File: config.mk
export PLATFORM = sky130hd
export DESIGN_NAME = vga_timing_gen_flat
export DESIGN_NICKNAME = d
export VERILOG_FILES = /design/src/rtl/vga_timing_pkg.sv /design/src/rtl/vga_timing_gen_if.sv /design/src/rtl/vga_sync_delay.sv /design/src/rtl/vga_timing_gen.sv /design/src/flat_wrapper.sv
export SDC_FILE = /design/constraint.sdc
export NUM_CORES = 1
export LEC_CHECK = 0
export ABC_CLOCK_PERIOD_IN_PS = 4900
export CORE_ASPECT_RATIO = 1.5
export CORE_MARGIN = 1.5
export CORE_UTILIZATION = 65
export DETAILED_ROUTE_END_ITERATION = 10
export DONT_BUFFER_PORTS = 1
export PLACE_DENSITY = 0.92
export SYNTH_ARGS = -nofsm -noshare
export SYNTH_HDL_FRONTEND = slang
export SYNTH_SLANG_ARGS = --single-unit
File: constraint.sdc
create_clock -name clk -period 4.9 [get_ports clk]
set_input_delay 0.98 -clock clk [delete_from_list [all_inputs] [get_ports clk]]
set_output_delay 0.98 -clock clk [all_outputs]
set_load 0.005 [all_outputs]
File: src/rtl/vga_timing_pkg.sv
`default_nettype none
// ============================================================================
// Module   : vga_timing_pkg
// Brief    : Default 640x480 VGA timing constants, sync bundle type and helpers.
// Revision : 1.0
// ============================================================================
package vga_timing_pkg;

  localparam int c_CNT_W = 10;
  localparam int c_RGB_W = 12;

  localparam int c_H_DISP  = 640;
  localparam int c_H_FP    = 16;
  localparam int c_H_SYNC  = 96;
  localparam int c_H_BP    = 48;
  localparam int c_H_TOTAL = c_H_DISP + c_H_FP + c_H_SYNC + c_H_BP;

  localparam int c_V_DISP  = 480;
  localparam int c_V_FP    = 10;
  localparam int c_V_SYNC  = 2;
  localparam int c_V_BP    = 33;
  localparam int c_V_TOTAL = c_V_DISP + c_V_FP + c_V_SYNC + c_V_BP;

  localparam logic c_SYNC_ACTIVE = 1'b0;

  typedef struct packed {
    logic hs;
    logic vs;
    logic vis;
  } sync_t;

  localparam int    c_SYNC_W    = $bits(sync_t);
  localparam sync_t c_SYNC_IDLE = '{hs: ~c_SYNC_ACTIVE, vs: ~c_SYNC_ACTIVE, vis: 1'b0};

  function automatic logic in_window(input logic [c_CNT_W-1:0] val,
                                     input logic [c_CNT_W-1:0] lo,
                                     input logic [c_CNT_W-1:0] hi);
    return (val >= lo) && (val <= hi);
  endfunction

endpackage
`default_nettype wire

File: src/rtl/vga_timing_gen_if.sv
`default_nettype none
// ============================================================================
// Module   : vga_timing_gen_if
// Brief    : Counter/pixel/pin bundle between the timing engine and its users.
// Revision : 1.0
// ============================================================================
interface vga_timing_gen_if;
  import vga_timing_pkg::*;

  logic [c_RGB_W-1:0] pixel_in;
  logic [c_CNT_W-1:0] h_cnt;
  logic [c_CNT_W-1:0] v_cnt;
  logic               hsync;
  logic               vsync;
  logic               valid;
  logic [3:0]         vgaRed;
  logic [3:0]         vgaGreen;
  logic [3:0]         vgaBlue;
  logic               frame_start;

  modport master (
    input  pixel_in,
    output h_cnt, v_cnt, hsync, vsync, valid,
    output vgaRed, vgaGreen, vgaBlue, frame_start
  );

  modport slave (
    output pixel_in,
    input  h_cnt, v_cnt, hsync, vsync, valid,
    input  vgaRed, vgaGreen, vgaBlue, frame_start
  );

endinterface
`default_nettype wire

File: src/rtl/vga_sync_delay.sv
`default_nettype none
// ============================================================================
// Module   : vga_sync_delay
// Brief    : WIDTH x DEPTH shift register with a caller-supplied reset value.
// Revision : 1.0
// ============================================================================
module vga_sync_delay #(
  parameter int WIDTH = 3,
  parameter int DEPTH = 1
) (
  input  logic             clk,
  input  logic             rst,
  input  logic [WIDTH-1:0] rst_val_i,
  input  logic [WIDTH-1:0] d_i,
  output logic [WIDTH-1:0] q_o
);

  logic [WIDTH-1:0] stage_q [DEPTH];

  always_ff @(posedge clk or posedge rst) begin
    if (rst) begin
      for (int i = 0; i < DEPTH; i++) begin
        stage_q[i] <= rst_val_i;
      end
    end else begin
      stage_q[0] <= d_i;
      for (int i = 1; i < DEPTH; i++) begin
        stage_q[i] <= stage_q[i-1];
      end
    end
  end

  assign q_o = stage_q[DEPTH-1];

endmodule
`default_nettype wire

File: src/rtl/vga_timing_gen.sv
`default_nettype none
// ============================================================================
// Module   : vga_timing_gen
// Brief    : Pixel-tick divider, h/v counters, sync/blank alignment, RGB pins.
// Revision : 1.0
// ============================================================================
module vga_timing_gen
  import vga_timing_pkg::*;
#(
  parameter int H_DISP  = c_H_DISP,
  parameter int H_FP    = c_H_FP,
  parameter int H_SYNC  = c_H_SYNC,
  parameter int H_BP    = c_H_BP,
  parameter int V_DISP  = c_V_DISP,
  parameter int V_FP    = c_V_FP,
  parameter int V_SYNC  = c_V_SYNC,
  parameter int V_BP    = c_V_BP,
  parameter int CLK_DIV = 4,
  parameter int PIPE    = 1
) (
  input  logic               clk,
  input  logic               rst,
  vga_timing_gen_if.master   vga
);

  localparam int H_TOTAL = H_DISP + H_FP + H_SYNC + H_BP;
  localparam int V_TOTAL = V_DISP + V_FP + V_SYNC + V_BP;
  localparam int DIV_W   = $clog2(CLK_DIV);

  localparam logic [DIV_W-1:0]   DIV_LAST = DIV_W'(CLK_DIV - 1);
  localparam logic [c_CNT_W-1:0] H_LAST   = c_CNT_W'(H_TOTAL - 1);
  localparam logic [c_CNT_W-1:0] V_LAST   = c_CNT_W'(V_TOTAL - 1);
  localparam logic [c_CNT_W-1:0] H_VIS    = c_CNT_W'(H_DISP);
  localparam logic [c_CNT_W-1:0] V_VIS    = c_CNT_W'(V_DISP);
  localparam logic [c_CNT_W-1:0] HS_FIRST = c_CNT_W'(H_DISP + H_FP);
  localparam logic [c_CNT_W-1:0] HS_LAST  = c_CNT_W'(H_DISP + H_FP + H_SYNC - 1);
  localparam logic [c_CNT_W-1:0] VS_FIRST = c_CNT_W'(V_DISP + V_FP);
  localparam logic [c_CNT_W-1:0] VS_LAST  = c_CNT_W'(V_DISP + V_FP + V_SYNC - 1);

  logic [DIV_W-1:0]   div_q, div_d;
  logic [c_CNT_W-1:0] h_q, h_d;
  logic [c_CNT_W-1:0] v_q, v_d;
  logic               fs_q, fs_d;
  logic [c_RGB_W-1:0] rgb_q, rgb_d;
  logic               w_tick;
  sync_t              w_sync_raw;
  sync_t              w_sync_dly;

  always_comb begin
    w_tick = (div_q == DIV_LAST);
    div_d  = w_tick ? '0 : div_q + 1'b1;
    h_d    = h_q;
    v_d    = v_q;
    fs_d   = 1'b0;
    if (w_tick) begin
      if (h_q == H_LAST) begin
        h_d = '0;
        if (v_q == V_LAST) begin
          v_d  = '0;
          // Registered so the pulse lands on the first cycle showing (0,0).
          fs_d = 1'b1;
        end else begin
          v_d = v_q + 1'b1;
        end
      end else begin
        h_d = h_q + 1'b1;
      end
    end

    w_sync_raw.hs  = in_window(h_q, HS_FIRST, HS_LAST) ? c_SYNC_ACTIVE : ~c_SYNC_ACTIVE;
    w_sync_raw.vs  = in_window(v_q, VS_FIRST, VS_LAST) ? c_SYNC_ACTIVE : ~c_SYNC_ACTIVE;
    w_sync_raw.vis = (h_q < H_VIS) && (v_q < V_VIS);

    // pixel_in arrives PIPE clk late, so it lines up with the delayed vis.
    rgb_d = w_sync_dly.vis ? vga.pixel_in : '0;
  end

  always_ff @(posedge clk or posedge rst) begin
    if (rst) begin
      div_q <= '0;
      h_q   <= '0;
      v_q   <= '0;
      fs_q  <= 1'b0;
      rgb_q <= '0;
    end else begin
      div_q <= div_d;
      h_q   <= h_d;
      v_q   <= v_d;
      fs_q  <= fs_d;
      rgb_q <= rgb_d;
    end
  end

  vga_sync_delay #(
    .WIDTH (c_SYNC_W),
    .DEPTH (PIPE)
  ) u_sync_delay (
    .clk       (clk),
    .rst       (rst),
    .rst_val_i (c_SYNC_IDLE),
    .d_i       (w_sync_raw),
    .q_o       (w_sync_dly)
  );

  assign vga.h_cnt       = h_q;
  assign vga.v_cnt       = v_q;
  assign vga.hsync       = w_sync_dly.hs;
  assign vga.vsync       = w_sync_dly.vs;
  assign vga.valid       = w_sync_dly.vis;
  assign vga.vgaRed      = rgb_q[11:8];
  assign vga.vgaGreen    = rgb_q[7:4];
  assign vga.vgaBlue     = rgb_q[3:0];
  assign vga.frame_start = fs_q;

endmodule
`default_nettype wire

File: src/flat_wrapper.sv
// flat-port wrapper written by rule: the top's interface ports become plain ports
module vga_timing_gen_flat import vga_timing_pkg::*;
#(
  parameter int H_DISP  = c_H_DISP,
  parameter int H_FP    = c_H_FP,
  parameter int H_SYNC  = c_H_SYNC,
  parameter int H_BP    = c_H_BP,
  parameter int V_DISP  = c_V_DISP,
  parameter int V_FP    = c_V_FP,
  parameter int V_SYNC  = c_V_SYNC,
  parameter int V_BP    = c_V_BP,
  parameter int CLK_DIV = 4,
  parameter int PIPE    = 1
)
  (clk, rst, vga_pixel_in, vga_h_cnt, vga_v_cnt, vga_hsync, vga_vsync, vga_valid, vga_vgaRed, vga_vgaGreen, vga_vgaBlue, vga_frame_start);
  vga_timing_gen_if vga_i ();
  input  logic clk;
  input  logic rst;
  input wire logic [$bits(vga_i.pixel_in)-1:0] vga_pixel_in;
  output wire logic [$bits(vga_i.h_cnt)-1:0] vga_h_cnt;
  output wire logic [$bits(vga_i.v_cnt)-1:0] vga_v_cnt;
  output wire logic [$bits(vga_i.hsync)-1:0] vga_hsync;
  output wire logic [$bits(vga_i.vsync)-1:0] vga_vsync;
  output wire logic [$bits(vga_i.valid)-1:0] vga_valid;
  output wire logic [$bits(vga_i.vgaRed)-1:0] vga_vgaRed;
  output wire logic [$bits(vga_i.vgaGreen)-1:0] vga_vgaGreen;
  output wire logic [$bits(vga_i.vgaBlue)-1:0] vga_vgaBlue;
  output wire logic [$bits(vga_i.frame_start)-1:0] vga_frame_start;
  assign vga_i.pixel_in = vga_pixel_in;
  assign vga_h_cnt = vga_i.h_cnt;
  assign vga_v_cnt = vga_i.v_cnt;
  assign vga_hsync = vga_i.hsync;
  assign vga_vsync = vga_i.vsync;
  assign vga_valid = vga_i.valid;
  assign vga_vgaRed = vga_i.vgaRed;
  assign vga_vgaGreen = vga_i.vgaGreen;
  assign vga_vgaBlue = vga_i.vgaBlue;
  assign vga_frame_start = vga_i.frame_start;
  vga_timing_gen #(.H_DISP(H_DISP), .H_FP(H_FP), .H_SYNC(H_SYNC), .H_BP(H_BP), .V_DISP(V_DISP), .V_FP(V_FP), .V_SYNC(V_SYNC), .V_BP(V_BP), .CLK_DIV(CLK_DIV), .PIPE(PIPE)) u_core (.clk(clk), .rst(rst), .vga(vga_i));
endmodule
Word level (Yosys, flattened, before mapping). Index checks and enable logic that the tools add are counted.

Word-level logic and storage cells: 31. Input port bits: 14. Output and inout bits: 36. Register bits after elaboration: 38.

Reduce and logical (&&, ||, !) cells: 4. Magnitude comparators: 6. Mux-type cells: 9. Equal/unequal tests: 3. Add/sub/neg operators: 3.

Operators by type and width (number): 10-bit by 1-bit adder with 10-bit output (second input constant) (2); 10-bit == test (second input constant) (2); 10-bit 2-to-1 mux (2); 12-bit 2-to-1 mux (1); 10-bit >= comparator (second input constant) (1); 10-bit by 9-bit >= comparator with 1-bit output (second input constant) (1); 10-bit less-or-equal comparator (second input constant) (1); 10-bit by 9-bit less-or-equal comparator with 1-bit output (second input constant) (1); 10-bit less-than comparator (second input constant) (1); 10-bit by 9-bit less-than comparator with 1-bit output (second input constant) (1); 1-bit 2-to-1 mux (5); 1-bit logical AND (3); 2-bit by 1-bit adder with 2-bit output (second input constant) (1); 2-bit == test (second input constant) (1); 2-bit 2-to-1 mux (1); 2-bit AND reduction (1).

Logic depth before layout (Yosys ltp). Gate-level depths: netlist (run 1).

Depth in word-level cells: 4. Gate-level depth with buffers: 7. Gate-level depth less buffers: 6.

Worst setup path before layout (run 1). Ideal clock, no wire load.

Path type: register -> register. Start point: register u_core.h_q[1] (netlist: u_core.vga.h_cnt[1]). End point: register u_core.v_q[3] (netlist: u_core.vga.v_cnt[3]). Required time: 4.779 ns. Arrival time: 1.636 ns. Path slack: 3.143 ns. Setup time: 0.121 ns. Period minus slack after synthesis: 1.757 ns. Cell stages (with the launch flop): 6. Path buffers: 0. Cells stage by stage: dfrtp_1 > ha_1 > nand2_1 > or4_4 > a21o_1 > a22o_1.

Word-level cells in the longest chain between the ends: 2.

RTL lines: from (decl) (RTL line vga_timing_gen.sv:41) `logic [c_CNT_W-1:0] h_q, h_d;`; from (signal assigned) (RTL line vga_timing_gen.sv:81) `h_q <= '0;`; from (signal assigned) (RTL line vga_timing_gen.sv:87) `h_q <= h_d;`; 10-bit == test (RTL line vga_timing_gen.sv:56) `if (h_q == H_LAST) begin`; 2-bit AND reduction (no source line); to (signal assigned) (RTL line vga_timing_gen.sv:88) `v_q <= v_d;`; to (decl) (RTL line vga_timing_gen.sv:42) `logic [c_CNT_W-1:0] v_q, v_d;`.

Every way passes these cells. A chain may end at the register's enable or synchronous reset.

Worst setup path in the final report (run 1).
Start point: register u_core.div_q[0]. End point: register u_core.v_q[2] (netlist: u_core.vga.v_cnt[2]).

Word-level cells in the longest chain between the ends: 2.

RTL lines: from (decl) (RTL line vga_timing_gen.sv:40) `logic [DIV_W-1:0] div_q, div_d;`; from (signal assigned) (RTL line vga_timing_gen.sv:86) `div_q <= div_d;`; 2-bit == test (RTL line vga_timing_gen.sv:50) `w_tick = (div_q == DIV_LAST);`; 2-bit AND reduction (no source line).

Every way passes these cells.

==> metrics.yaml, run 1 <==
final_layout:
  instances_no_fill: 175
  final_util: 0.711
  drive_gt1_frac: 0.0993
  syn2layout_area_growth_pct: 4.42
  n_antenna_cell: 0
  nNetsFinal: 169
timing:
  finalHoldViolations: 0
  worst_slew_pin_slew_ns: 1.11
  fin_crit_ns: 2.46
  fmax_mhz: 407
  layout_setup_ws_ns: 2.44
  finClkSkew_ns: 0.00911
  fin_setup_tns_ns: 0
  setup_viol: 0
  grt_setup_unrepaired: "false"
  finalCritPeriodShare: 0.502
  drv_slew: 0
  max_slew_margin: 0.252
clock_tree:
  htreeDepth: 2
  cts.sink_count: 38
  post_cts_buffers: 0
  clockBufferDepth: 2
  ctsHoldBuffers: 0
  cts_tree: "yes"
  clockRootBuffer: "clkbuf_4"
  ctsResizeCount: 0
  clk_pin_slew_ns: 0.11
  insertion_delay_ns: 0.35
  cts_buffers: 5
detailed_routing:
  drt-initial-drc-count: 40
  dr.pass1.iters: 8
  num_vias: 1125
  wl_per_cell_um: 17.1
  drc_errors: 6
  drtAntennaViolNets: 0
  vias_per_cell: 6.43
  wirelength_mm: 3.00
logic_synthesis:
  syn_nets: 165
  yosysMostFrequentCell: "dfrtp_1"
  synth_edf_count: 0
  synthFlopType: "dfrtp_1"
  ys_seq_area_frac: 0.571
  synthesis.area_um2: 1670
  async_flop_share: 1.00
  synth.distinct_cells: 37
  synth_top_cell_by_area: "dfrtp_1"
  synthCells: 146
  synth_warnings: 0
  yosysTopAreaCellShare: 0.540
  synth.avg_cell_area_um2: 11.4
  ys_top_cells_by_count: "dfrtp_1 (36), and2_1 (12), nor2_1 (11)"
  yosys-top-cells-area: "dfrtp_1 (54%), and2_1 (4.5%), ha_1 (3.7%)"
  synth_seq_cells: 38
die:
  die_height_um: 65.1
  design.core.area_um2: 2450
  num_io_pins: 50
  dieArea_um2: 2890
  floorplan.initialDensity: 0.681
  rows: 22
  die_w_um: 44.4
critical_path:
  cp.required_ns: 5.14
  path_max_fanout: 14
  r2r-start: "u_core.div_q[0]$_DFF_PP0_"
  crit_arrival_ns: 2.70
  crit_path_top_delay_cell: "nor4_2"
  reg2reg_to: "u_core.vga.v_cnt[2]$_DFFE_PP0P_"
  crit_family: "simple AND/OR/NAND/NOR gates"
  criticalPathCategory: "flop to flop"
  cpPeakStageDelay_ns: 0.99
  crit_buf_inv: 0
  critPathLaunchType: "flop"
  reg2regPathDepth: 5
  worst-r2r-setup-slack_ns: 2.44
  end_kind: "flop"
  critical_path.cell_chain: "ha_1, nand2_1, nor4_2, o21ai_0, a22o_1"
global_route:
  grt_antenna_before_repair: 0
  grt_pass1_vias: 1182
  grt_pass1_wl_mm: 5.24
  grt_max_degree: 39
  grt_overflow_total: 0
  grtUsageTotal: 0.252
power:
  peakVddDrop_mv: 0.208
  cellLeakagePower_nw: 0.807
  finalPower_uw: 497
  powerDensity_nw_per_um2: 285
hold_path:
  min_from: "u_core.div_q[0]$_DFF_PP0_"
  hold_depth: 1
  hold_path_end: "u_core.div_q[0]$_DFF_PP0_"
  hold_path.class: "flop to flop"
place:
  gp_congestion: 0.838
  port_buffers: 0
  dp.cells: 167
  hpwl_mm: 2.20
  dp_slack_ns: 2.48
run:
  maxCapViolCount: 0
run_status:
  status: "complete, but fails checks"
  violations: "design-rule violations"
[placed cells by master, fill, tap and decap left out, types with 3 or more instances in the layout]
cell	instances
mux2i_1	3
a22o_1	3
clkbuf_4	5
nand3_1	5
and2_1	12
nor3_1	3
inv_1	7
dfrtp_1	36
and3_1	4
nand2_1	8
o21ai_0	4
ha_1	5
xnor2_1	6
nor2_1	11
xor2_1	4
nand4_1	8
[worst reg2reg max path: stages (launching register included)]
cell	delay [ns]
dfrtp_1	0.37
ha_1	0.32
nand2_1	0.17
nor4_2	0.99
o21ai_0	0.22
a22o_1	0.28
[worst max path at each step]
stage	endpoint	slack [ns]	cells past startpoint	start
6_report	u_core.vga.v_cnt[2]$_DFFE_PP0P_	2.44	5	u_core.div_q[0]$_DFF_PP0_
5_1_grt	u_core.vga.v_cnt[2]$_DFFE_PP0P_	2.28	5	u_core.div_q[0]$_DFF_PP0_
4_1_cts	u_core.vga.v_cnt[2]$_DFFE_PP0P_	2.45	5	u_core.div_q[0]$_DFF_PP0_
3_5_place_dp	u_core.vga.v_cnt[2]$_DFFE_PP0P_	2.48	5	u_core.div_q[0]$_DFF_PP0_
3_3_place_gp	u_core.vga.v_cnt[2]$_DFFE_PP0P_	2.68	5	u_core.div_q[0]$_DFF_PP0_
2_1_floorplan	u_core.div_q[0]$_DFF_PP0_	3.06	1	rst
[logic make-up after synthesis]
logic type	count (synthesis)	synth area share
and+or+nand+nor	63	0.224
DFF	38	0.571
AOI/OAI and AO/OA	16	0.0667
buffers and inverters	11	0.0300
xor gates and xnor gates	10	0.0525
adders and majority gates	5	0.0375
muxes	3	0.0180
[final cells by class]
type                    instances  area (um2)
inverters                       7        26.3
repair buffers                  1        7.51
clock buffers                   7        55.1
multi-input cells              97         666
well taps                      24        30.0
flip-flops and latches         38         953
clock inverters                 1        5.00
fillers                       185         707
[metrics by stage]
step	area [um2]	hold WS (ns)
final	1740	0.440
after detailed placement	1680	0.424
after floorplan	1670	0.403
after global placement	1680	0.415
after CTS	1740	0.441
after global routing	1740	0.461
[where the power goes]
part	total [mW]	internal [mW]	switching, mW
clock	0.166	0.0695	0.0969
sequential	0.321	0.318	0.00220
combinational	0.00988	0.00316	0.00671
[sequential cells by signal, indices dropped and copies added, names as in the netlist]
name	flops
u_core.u_sync_delay.q_o	3
u_core.rgb_q	12
u_core.div_q	2
u_core.vga.v_cnt	10
u_core.vga.h_cnt	10
u_core.vga.frame_start	1
[routing by layer]
metal  global-route usage  vias up  part of all wire
li1                     -      511                 -
met5                    0        -                 0
met2                0.428       52              0.55
met4                0.163        0             0.027
met1                0.265      555              0.35
met3               0.0641        7             0.066
No activity file was read; power rests on OpenSTA's default activity.
==> inputs of run 2 (changes only) <==
--- a/config.mk
+++ b/config.mk
@@ -5,13 +5,13 @@
 export SDC_FILE = /design/constraint.sdc
 export NUM_CORES = 1
 export LEC_CHECK = 0
-export ABC_CLOCK_PERIOD_IN_PS = 4900
+export ABC_CLOCK_PERIOD_IN_PS = 2300
 export CORE_ASPECT_RATIO = 1.5
 export CORE_MARGIN = 1.5
-export CORE_UTILIZATION = 65
+export CORE_UTILIZATION = 61
 export DETAILED_ROUTE_END_ITERATION = 10
 export DONT_BUFFER_PORTS = 1
-export PLACE_DENSITY = 0.92
+export PLACE_DENSITY = 0.88
 export SYNTH_ARGS = -nofsm -noshare
 export SYNTH_HDL_FRONTEND = slang
 export SYNTH_SLANG_ARGS = --single-unit
==> constraint.sdc (replaced) <==
create_clock -name clk -period 2.3 [get_ports clk]
set_input_delay 0.46 -clock clk [delete_from_list [all_inputs] [get_ports clk]]
set_output_delay 0.46 -clock clk [all_outputs]
set_load 0.005 [all_outputs]
==> run 2 against run 1 <==
Fmax up 26%. Global-route usage down 1.6 points. First-iteration DRC count down 55%. Cell area up 4.5%. Worst setup slack worse by 2.1 ns. Register-to-register slack worse by 2.1 ns. Clock skew down 0.0066 ns. Die area up 6.2%. Largest cell class unchanged. The flow now finishes without violations.
==> metrics.yaml, run 2 (synthesis results as in run 1) <==
global_route:
  grt_pass1_vias: 1138  # -3.7%
  grt_overflow_total: 0  # unchanged
  grt_antenna_before_repair: 0  # unchanged
  grt_max_degree: 39  # unchanged
  grt_pass1_wl_mm: 5.15  # -1.8%
  grtUsageTotal: 0.237  # -0.0157
hold_path:
  hold_path.class: "input pin to async pin"
power:
  cellLeakagePower_nw: 0.835  # +3.5%
  powerDensity_nw_per_um2: 681  # +140%
  seq_power_share: 0.552  # -0.093
  p_comb_frac: 0.017  # -0.003
  peakVddDrop_mv: 0.482  # +130%
  swShare: 0.186  # -0.0273
  clkPwrFrac: 0.431  # +0.096
  p_sw_uw: 230  # +120%
  p_int_mw: 1.01  # +160%
place:
  gp_congestion: 0.843  # +0.61%
  dp.cells: 182  # +9.0%
  port_buffers: 0  # unchanged
  hpwl_mm: 2.26  # +2.5%
run:
  maxCapViolCount: 0  # unchanged
final_layout:
  drive_gt1_frac: 0.105  # +0.00524
  largest_register: "u_core.rgb_q"
  multi_input_area_um2: 666  # unchanged
  syn2layout_area_growth_pct: 9.07
  instances_no_fill: 190  # +8.6%
  n_antenna_cell: 0  # unchanged
  nNetsFinal: 171  # +1.2%
  n_fill_cell: 206  # +11%
  mostFrequentLayoutCells: "dfrtp_1 (36), and2_1 (12), nor2_1 (11)"
  final_common_cell: "dfrtp_1"
  regArea_um2: 953  # unchanged
  largest_reg_flops: 12  # unchanged
timing:
  fin_setup_tns_ns: 0  # unchanged
  fin_crit_ns: 1.95  # -0.510 ns
  worst_slew_pin_slew_ns: 0.454  # -0.659 ns
  max_slew_margin: 0.697  # +0.446
  fmax_mhz: 513  # +26%
  drv_slew: 0  # unchanged
  grt_setup_unrepaired: "false"
  finalCritPeriodShare: 0.848  # +0.346
  setup_viol: 0  # unchanged
  finalHoldViolations: 0  # unchanged
  finClkSkew_ns: 0.00252  # -0.00660 ns
clock_tree:
  clockBufferDepth: 2  # unchanged
  post_cts_buffers: 0  # unchanged
  ctsResizeCount: 0  # unchanged
  ctsHoldBuffers: 0  # unchanged
  insertion_delay_ns: 0.28  # -0.07 ns
  cts_buffers: 5  # unchanged
  cts_tree: "yes"
  htreeDepth: 2  # unchanged
  clk_pin_slew_ns: 0.07  # -0.04 ns
  clockRootBuffer: "clkbuf_8"
  cts.sink_count: 38  # unchanged
critical_path:
  worst-r2r-setup-slack_ns: 0.35  # -2.09 ns
  end_kind: "flop"
  crit_arrival_ns: 2.12  # -0.58 ns
  cp.required_ns: 2.47  # -2.67 ns
  criticalPathCategory: "flop to flop"
  path_max_fanout: 8  # -6
  critPathLaunchType: "flop"
die:
  design.core.area_um2: 2650  # +8.1%
  rows: 23  # +4.5%
  num_io_pins: 50  # unchanged
  die_height_um: 67.1  # +3.1%
  die_w_um: 45.7  # +3.0%
  floorplan.initialDensity: 0.630  # -0.0509
  dieArea_um2: 3070  # +6.2%
detailed_routing:
  vias_per_cell: 5.90  # -8.2%
  drtAntennaViolNets: 0  # unchanged
  drt-initial-drc-count: 18  # -55%
  wl_per_cell_um: 16.2  # -5.7%
  drc_errors: 0  # -6
  num_vias: 1121  # -0.36%
  wirelength_mm: 3.07  # +2.4%
  dr.pass1.iters: 4  # -4
run_status:
  status: "finished, final reports clean"
## run 2: cell types whose count changed in the layout (fill, tap and decap cells not counted), sizes merged
cell and delta:
clkinv -1, buf +2, bufinv +1
## run 2: layout make-up
cell class              count  share of cell area
flip-flops and latches     38               0.524
multi-input cells          97               0.366
clock buffers               7              0.0419
well taps                  37              0.0254
clock inverters             1              0.0165
inverters                   7              0.0144
repair buffers              3              0.0124
## run 2: worst paths after layout
kind | endpoint | from | cells past startpoint
min in group clk | u_core.rgb_q[11]$_DFF_PP0_ | vga_pixel_in[11] | 1
max in group asynchronous | u_core.u_sync_delay.q_o[1]$_DFF_PP1_ | rst | 2
worst min-delay path | u_core.vga.h_cnt[4]$_DFFE_PP0P_ | rst | 2
worst max register to register | u_core.vga.v_cnt[3]$_DFFE_PP0P_ | u_core.div_q[0]$_DFF_PP0_ | 5
worst min register to register | u_core.div_q[0]$_DFF_PP0_ | u_core.div_q[0]$_DFF_PP0_ | 1
worst max-delay path | u_core.vga.v_cnt[3]$_DFFE_PP0P_ | u_core.div_q[0]$_DFF_PP0_ | 5
## run 2: routing by layer
metal	GRT usage	wire [um]	vias to the layer above
met3	0.108	224	7
li1	-	-	517
met1	0.260	1180	548
met4	0.111	58	0
met2	0.377	1610	49
met5	0	0	-
## run 2: worst max-delay path, cell delays in order, from the launching register on
cell and delay, ns:
dfrtp_1 0.35, ha_1 0.32, nand2_1 0.17, or4_4 0.60
a21o_1 0.18, a22o_1 0.22
## run 2: through the flow
step	hold slack [ns]	utilization	setup WS, ns	cell area [um2]	total power [mW]
4_1_cts	0.170	0.688	0.343	1820	1.26
2_1_floorplan	0.403	-	0.543	1670	0.713
3_3_place_gp	0.414	0.647	0.459	1710	0.717
5_1_grt	0.195	0.688	0.258	1820	1.30
6_report	0.166	0.688	0.351	1820	1.24
3_5_place_dp	0.420	0.647	0.361	1710	0.720
## run 2: power by group through the flow
stage	combinational (mW)	clock (mW)	sequential, mW
floorplan	0.0169	0	0.696
global placement	0.0214	0	0.696
detailed placement	0.0228	0	0.697
CTS	0.0230	0.553	0.684
global route	0.0257	0.588	0.686
finish	0.0216	0.534	0.684
